===== config.mk =====
export PLATFORM = sky130hd
export DESIGN_NAME = data_mem_ctrl
export DESIGN_NICKNAME = d
export VERILOG_FILES = /design/src/rtl/data_mem_ctrl.sv
export SDC_FILE = /design/constraint.sdc
export NUM_CORES = 2
export LEC_CHECK = 0
export CAP_MARGIN = 20
export CORE_MARGIN = 4
export CORE_UTILIZATION = 28
export DETAILED_ROUTE_END_ITERATION = 7
export PLACE_DENSITY_LB_ADDON = 0.3
export RECOVER_POWER = 25
export SLEW_MARGIN = 20
export SYNTH_ARGS = -nofsm -noshare
export SYNTH_HDL_FRONTEND = slang
export SYNTH_SLANG_ARGS = --single-unit

===== constraint.sdc =====
create_clock -name Clk -period 6.9 [get_ports Clk]
set_input_delay 1.725 -clock Clk [delete_from_list [all_inputs] [get_ports Clk]]
set_output_delay 1.725 -clock Clk [all_outputs]
set_load 0.005 [all_outputs]

===== src/rtl/data_mem_ctrl.sv =====
// Handshaked 2**A x W data memory with wait states, registered read data and post-reset clear.
// Optional even-parity protection is built when DMEM_PARITY_EN is defined.
module data_mem_ctrl #(
    parameter int unsigned W    = 8,
    parameter int unsigned A    = 8,
    parameter int unsigned WAIT = 0
) (
    input  logic         Clk,
    input  logic         Reset_n,
    input  logic         Req,
    input  logic         WriteEn,
    input  logic [A-1:0] Address,
    input  logic [W-1:0] DataIn,
`ifdef DMEM_PARITY_EN
    input  logic         ParInject,
    output logic         ParErr,
`endif
    output logic         Ready,
    output logic         Ack,
    output logic [W-1:0] DataOut,
    output logic         InitBusy
);

    localparam int unsigned Depth = 2 ** A;
`ifdef DMEM_PARITY_EN
    localparam int unsigned MW = W + 1;
`else
    localparam int unsigned MW = W;
`endif
    localparam logic [3:0] WaitLoad = (WAIT == 0) ? 4'd0 : 4'(WAIT - 1);

    typedef enum logic [1:0] {
        StInit,
        StIdle,
        StBusy
    } state_e;

    state_e         state_q, state_d;
    logic [A-1:0]   ptr_q, ptr_d;
    logic [3:0]     cnt_q, cnt_d;
    logic           ready_q, ready_d;
    logic           ack_q, ack_d;
    logic [W-1:0]   dout_q, dout_d;
    logic           busy_q, busy_d;
    logic [A-1:0]   hold_addr_q, hold_addr_d;
    logic           hold_we_q, hold_we_d;
    logic [W-1:0]   hold_din_q, hold_din_d;
`ifdef DMEM_PARITY_EN
    logic           hold_pinj_q, hold_pinj_d;
    logic           perr_q, perr_d;
    logic           exec_pinj;
`endif

    logic [MW-1:0]  mem_q [Depth];
    logic           mem_we;
    logic [A-1:0]   mem_waddr;
    logic [MW-1:0]  mem_wdata;
    logic [MW-1:0]  rd_word;

    logic           accept;
    logic           exec;
    logic [A-1:0]   exec_addr;
    logic           exec_we;
    logic [W-1:0]   exec_din;

    // ready_q is high exactly while in StIdle
    assign accept = Req & ready_q;

    always_comb begin
        state_d     = state_q;
        ptr_d       = ptr_q;
        cnt_d       = cnt_q;
        ready_d     = ready_q;
        ack_d       = 1'b0;
        dout_d      = dout_q;
        busy_d      = busy_q;
        hold_addr_d = hold_addr_q;
        hold_we_d   = hold_we_q;
        hold_din_d  = hold_din_q;
        exec        = 1'b0;
        exec_addr   = hold_addr_q;
        exec_we     = hold_we_q;
        exec_din    = hold_din_q;
        mem_we      = 1'b0;
        mem_waddr   = ptr_q;
        mem_wdata   = '0;
`ifdef DMEM_PARITY_EN
        hold_pinj_d = hold_pinj_q;
        exec_pinj   = hold_pinj_q;
        perr_d      = 1'b0;
`endif

        unique case (state_q)
            StInit: begin
                mem_we    = 1'b1;
                mem_waddr = ptr_q;
                mem_wdata = '0;
                ptr_d     = ptr_q + 1'b1;
                if (ptr_q == '1) begin
                    state_d = StIdle;
                    busy_d  = 1'b0;
                    ready_d = 1'b1;
                end
            end
            StIdle: begin
                if (accept) begin
                    hold_addr_d = Address;
                    hold_we_d   = WriteEn;
                    hold_din_d  = DataIn;
`ifdef DMEM_PARITY_EN
                    hold_pinj_d = ParInject;
`endif
                    if (WAIT == 0) begin
                        exec      = 1'b1;
                        exec_addr = Address;
                        exec_we   = WriteEn;
                        exec_din  = DataIn;
`ifdef DMEM_PARITY_EN
                        exec_pinj = ParInject;
`endif
                    end else begin
                        state_d = StBusy;
                        cnt_d   = WaitLoad;
                        ready_d = 1'b0;
                    end
                end
            end
            StBusy: begin
                if (cnt_q == 4'd0) begin
                    exec    = 1'b1;
                    state_d = StIdle;
                    ready_d = 1'b1;
                end else begin
                    cnt_d = cnt_q - 4'd1;
                end
            end
            default: state_d = StInit;
        endcase

        rd_word = mem_q[exec_addr];
        if (exec) begin
            ack_d = 1'b1;
            if (exec_we) begin
                mem_we    = 1'b1;
                mem_waddr = exec_addr;
`ifdef DMEM_PARITY_EN
                mem_wdata = {(^exec_din) ^ exec_pinj, exec_din};
`else
                mem_wdata = exec_din;
`endif
            end else begin
                dout_d = rd_word[W-1:0];
`ifdef DMEM_PARITY_EN
                perr_d = (^rd_word[W-1:0]) != rd_word[W];
`endif
            end
        end
    end

    always_ff @(posedge Clk or negedge Reset_n) begin
        if (!Reset_n) begin
            state_q     <= StInit;
            ptr_q       <= '0;
            cnt_q       <= 4'd0;
            ready_q     <= 1'b0;
            ack_q       <= 1'b0;
            dout_q      <= '0;
            busy_q      <= 1'b1;
            hold_addr_q <= '0;
            hold_we_q   <= 1'b0;
            hold_din_q  <= '0;
`ifdef DMEM_PARITY_EN
            hold_pinj_q <= 1'b0;
            perr_q      <= 1'b0;
`endif
        end else begin
            state_q     <= state_d;
            ptr_q       <= ptr_d;
            cnt_q       <= cnt_d;
            ready_q     <= ready_d;
            ack_q       <= ack_d;
            dout_q      <= dout_d;
            busy_q      <= busy_d;
            hold_addr_q <= hold_addr_d;
            hold_we_q   <= hold_we_d;
            hold_din_q  <= hold_din_d;
`ifdef DMEM_PARITY_EN
            hold_pinj_q <= hold_pinj_d;
            perr_q      <= perr_d;
`endif
        end
    end

    // Array has no reset; the INIT sweep clears it instead
    always_ff @(posedge Clk) begin
        if (mem_we) begin
            mem_q[mem_waddr] <= mem_wdata;
        end
    end

    assign Ready    = ready_q;
    assign Ack      = ack_q;
    assign DataOut  = dout_q;
    assign InitBusy = busy_q;
`ifdef DMEM_PARITY_EN
    assign ParErr   = perr_q;
`endif

endmodule


## After elaboration in Yosys (flattened, before gate mapping)

Memory sizes are Yosys's and may differ from the RTL's. A register that Yosys moved wholly into a read port is not among the register bits.
Index checks and enable logic that the tools add are counted.

| storage, ports and cells | value |
|---|---|
| memory bits (writable) | 2048 |
| bits of input ports | 20 |
| output and inout bits | 11 |
| memories kept | 1 |
| flip-flop bits (word level) | 34 |
| logic and storage cells | 55 |

Memories:

| name | depth | width | rd ports | clocked after Yosys merged registers in | wr ports | line | RTL |
|---|---|---|---|---|---|---|---|
| mem_q | 256 | 8 | 1 | 1 | 1 | 54 | `logic [MW-1:0] mem_q [Depth];` |

| cells by class | value |
|---|---|
| reduce and logical (&&, ||, !) cells | 9 |
| bitwise logic cells | 4 |
| add/sub/neg operators | 2 |
| equal/unequal tests | 5 |
| multiplexer cells | 25 |

Operators with widths:

| cell | count |
|---|---|
| two-way mux 8 bit | 8 |
| two-way mux 1 bit | 12 |
| adder 8 x 1 -> 8 bit (second input constant) | 1 |
| equality test 8 bit (second input constant) | 1 |
| one-hot mux 2 bit (3 select lines) | 1 |
| AND reduction 2 bit | 3 |
| AND reduction 3 bit | 2 |
| logical NOT 4 bit | 1 |
| two-way mux 2 bit | 2 |
| inequality test 2 bit (second input constant) | 2 |
| one-hot mux 1 bit (2 select lines) | 2 |
| subtractor 4 x 1 -> 4 bit (second input constant) | 1 |
| inverter 1 bit | 3 |
| equality test 2 x 1 -> 1 bit (second input constant) | 1 |
| equality test 2 bit (second input constant) | 1 |
| logical NOT 2 bit | 1 |
| nonzero test 2 bit | 1 |
| AND 1 bit | 1 |
| logical NOT 1 bit | 1 |

## Longest topological paths before layout

| logic depth | value |
|---|---|
| depth in word-level cells | 7 |
| mapped depth | 13 |

## Worst setup path before layout

No wires, ideal clock.

| path | value |
|---|---|
| path kind | in2reg |
| start | in Req |
| end | mem mem_q[0][6] (netlist name) (data pin) |
| path buffers | 3 |
| stages on the path | 6 |
| arrival | 5.702 ns |
| path slack | 0.324 ns |
| library setup time | 0.875 ns |
| path through | nand3_1 buf_6 inv_2 clkbuf_1 clkbuf_1 and3_1 |

| on the way | value |
|---|---|
| word-level cells in the longest chain between the ends | 5 |
| elaborated cells between the ends (all ways) | 9 |
| those cells by class | 8 x mux; 1 x bitwise |

Ends and longest elaborated chain:

| what | line | RTL |
|---|---|---|
| start, declared | 10 | `input logic Req,` |
| AND 1 bit (*) | 67 | `assign accept = Req & ready_q;` |
| two-way mux 8 bit or two-way mux 1 bit (tied branches) (2 in a row) | n/a |  |
| two-way mux 8 bit | 143 | `if (exec_we) begin` |
| two-way mux 8 bit (*) | 141 | `if (exec) begin` |
| net mem_wdata[6] | 57 | `logic [MW-1:0] mem_wdata;` |
| end, declared | 54 |  |

Mark *: on every way through the listed nets, which the timed path passes. The rest lies on a longest branch.

## Final worst setup path

| path | value |
|---|---|
| start | in Req |
| end | reg dout_q[5], in the netlist DataOut[5] (read register of mem_q) |

| on the way | value |
|---|---|
| elaborated cells between the ends (all ways) | 9 |
| those cells by class | 6 x mux; 2 x bitwise; 1 x reduce/logical |

RTL lines:

| what | line | RTL |
|---|---|---|
| AND 1 bit | 67 |  |
| two-way mux 8 bit | 106 | `if (accept) begin` |
| two-way mux 8 bit | 93 | `unique case (state_q)` |
| net exec_addr[6] | 62 | `logic [A-1:0] exec_addr;` |
| end, declared | 43 | `logic [W-1:0] dout_q, dout_d;` |

The timed path passes the listed nets, and every way through them passes these cells.
A chain may end at the register's enable or synchronous reset.

==> metrics.md <==
| Metric | Value |
|---|---|
| FF+latch count, synth | `2076` |
| Worst hold path class | `register to register` |
| Vias per cell | `5.016` |
| Routed Antenna Nets | `0` |
| Core Region | `0.2921 mm^2` |
| CTS Sinks | `2076` |
| Nets | `5780` |
| Worst R2R End | `DataOut[5]` |
| P_leak | `0.02820 uW` |
| Cts hold-fix bufs | `0` |
| FMAX | `162.2 MHz` |
| Setup bufs post-CTS | `0` |
| TritonCTS clock tree | `yes` |
| Seq. cell area | `0.06220 mm^2` |
| Post-synth top area cell | `edfxtp_1` |
| Synthesized area per cell | `14.52 um^2` |
| H-tree depth | `4` |
| Post-synth EDFFs | `2048` |
| Routed vias | `49370` |
| I/O pin count | `31` |
| Resize count post-CTS | `0` |
| Placed inst area | `0.08799 mm^2` |
| Worst EP required | `7.59 ns` |
| Iter 0 DRT Violations | `5556` |
| Final Wtd Congestion | `0.8574` |
| Tmin final | `6.165 ns` |
| Area contributors post-synth | `edfxtp_1, nand2_1, mux2i_1` |
| R2r worst-path depth | `12` |
| Power Density | `261.7 mW/mm^2` |
| DPL Wire Length | `149200 um` |
| Synth async-reset ratio | `1.349%` |
| # DRC | `0` |
| WP data arrival | `6.85 ns` |
| YS warnings | `0` |
| Failing checks | `max-capacitance violations, max-slew violations` |
| Worst setup EP type | `register` |
| Total wire length | `243300 um` |
| Setup TNS | `0 ns` |
| Critical path startpoint category | `input pin` |
| R2r startpoint | `Ready` |
| Overall Global Routing Usage | `15.61%` |
| Synthesized Nets | `5697` |
| Critical path class | `input pin to register` |
| # placed instances | `9444` |
| Filler cells | `28360` |
| Relative slew slack | `-127.9%` |
| Fin. Hold Viols | `0` |
| Final setup fails | `0` |
| DR pass1 iterations | `7` |
| Die area | `0.3030 mm^2` |
| Port bufs | `30` |
| Core Util, Final | `32.34%` |
| DIE WIDTH | `550.5 um` |
| Initial antenna violation count | `11` |
| Worst Path Max Fanout | `36` |
| Worst Clk Skew | `0.03619 ns` |
| Fin crit share | `89.34%` |
| Slew @ Worst Pin | `3.418 ns` |
| Largest net degree at the start of global routing | `159` |
| Share of the synthesized area in the top cell type | `74.63%` |
| Power Total | `24720 uW` |
| Synthesized area | `0.08240 mm^2` |
| Die height | `550.5 um` |
| Final Cell Area | `0.09445 mm^2` |
| Max_cap viols | `15` |
| Sequential cell area fraction in the yosys report | `75.49%` |
| Vias in the first global route | `48070` |
| Clock Tree Buf Depth | `3` |
| Initial core utilization | `28.21%` |
| Clk root buf | `clkbuf_16` |
| Share of cells above drive strength 1 | `9.461%` |
| Syn Inst Count | `5676` |
| First-pass GRT wire length | `350100 um` |
| Area of the multi-input gates | `0.01843 mm^2` |
| Peak supply drop | `207.8 uV` |
| Worst setup path end | `DataOut[5]` |
| Clk Latency, worst-skew pair | `0.85 ns` |
| Drt wl/cell | `24.73 um` |
| Cell variety after synth | `63` |
| Most common flop cell mapped by yosys | `edfxtp_1` |
| Reg2Reg Setup Slack | `1.66 ns` |
| Most frequent cells in the layout | `edfxtp_1, nand2_1, nand3_1` |
| RSZ-0062 raised after global routing | `false` |
| Slew Limit Fails | `925` |
| Clk slew on worst S/H paths | `0.06 ns` |
| Synthesis-to-finish area growth | `14.62%` |
| Inserted Clock Buffers | `213` |
| Outcome | `complete, but fails checks` |
| Grt ovf | `0` |
| # rows | `198` |
| Commonest non-fill, non-tap cell in the layout | `edfxtp_1` |
| Non-Filler Instances | `9841` |
| Critical path origin | `Req` |
==> layer usage <==
metal	up-vias	wire length (um)	GRT usage, %	share of wire, %
met5	-	18	0	0.0074
met4	2	7091	4.520	2.9
met3	377	16980	2.898	7.0
met2	1844	114500	25.13	47
met1	25420	104800	21.52	43
li1	21730	-	-	-
==> metrics by stage <==
step / worst slack (ns) / hold slack, ns
final: 0.7355 / 0.4861
after CTS: 1.590 / 0.4893
after detailed placement: 0.6904 / 0.4808
after global placement: 0.6288 / 0.4815
after global routing: 0.6525 / 0.5187
after floorplan: 0.3235 / 0.4737
==> worst min path at each step <==
stage,start,endpoint,slack (ns),cells after the start
after detailed placement,InitBusy,InitBusy,0.48,1
final,InitBusy,InitBusy,0.49,1
after CTS,InitBusy,InitBusy,0.49,1
after floorplan,ptr_q[2],ptr_q[2],0.47,1
after global placement,InitBusy,InitBusy,0.48,1
after global routing,InitBusy,InitBusy,0.52,1
==> where the power goes <==
part           leakage, uW  switching (uW)  internal, uW
combinational       0.0105            17.8          10.4
sequential          0.0145               0         13600
clock              0.00321            4890          6160
total               0.0282            4910         19800
==> area by class of cell <==
cell class | count | area share, %
sequential | 2076 | 65.86
multi-input combinational | 3186 | 19.52
clock buffer | 279 | 5.960
tap | 3900 | 5.166
timing repair buffer | 224 | 2.219
clock inverter | 117 | 1.025
inverter | 58 | 0.2543
antenna | 1 | 0.002649
==> cells by family (layout without fill, tap and decap cells) <==
family / Yosys count / in the layout / share of synthesized area, %
simple gates: 2220 / 2220 / 11.39
flops: 2076 / 2076 / 75.49
compound gates: 601 / 601 / 5.422
buf+inv: 414 / 678 / 2.281
mux: 357 / 357 / 5.328
xor+xnor: 7 / 7 / 0.07441
fa+ha+maj: 1 / 1 / 0.01518
other cells: 0 / 1 / 0
==> worst max-delay path: stages <==
cell and delay [ns]:
dlygate4sd3_1 0.63, nand3_4 0.34, buf_4 0.51, mux2i_1 0.25, clkbuf_1 0.55, clkinv_1 0.20
nand2_1 0.54, nor3_1 0.12, buf_4 0.24, a22oi_1 0.40, nand3_1 0.14, nor3_1 0.95
a32oi_1 0.22
==> registers in the layout, indices dropped and copies added, names as in the netlist <==
register,flops
Ack,1
DataOut,8
InitBusy,1
Ready,1
hold_addr_q,8
mem_q,2048
ptr_q,8
state_q,1
==> Yosys cell counts, types with 8 or more instances <==
library cell	instances
nand2_1	1320
dfrtp_1	27
a21oi_1	14
a21o_1	12
a311oi_1	40
o22ai_1	23
o211ai_1	28
o221ai_1	42
nor3_1	20
nand3b_1	11
o21ai_0	39
buf_4	23
and3_1	67
inv_1	52
a31oi_1	134
or3_1	8
a22oi_1	37
edfxtp_1	2048
buf_1	29
clkbuf_1	141
mux2i_1	289
a32oi_1	84
mux4_2	64
a211oi_1	98
nand4_1	85
nor2_1	282
nand3_1	402
buf_2	158
No activity file was read; power rests on OpenSTA's default activity.
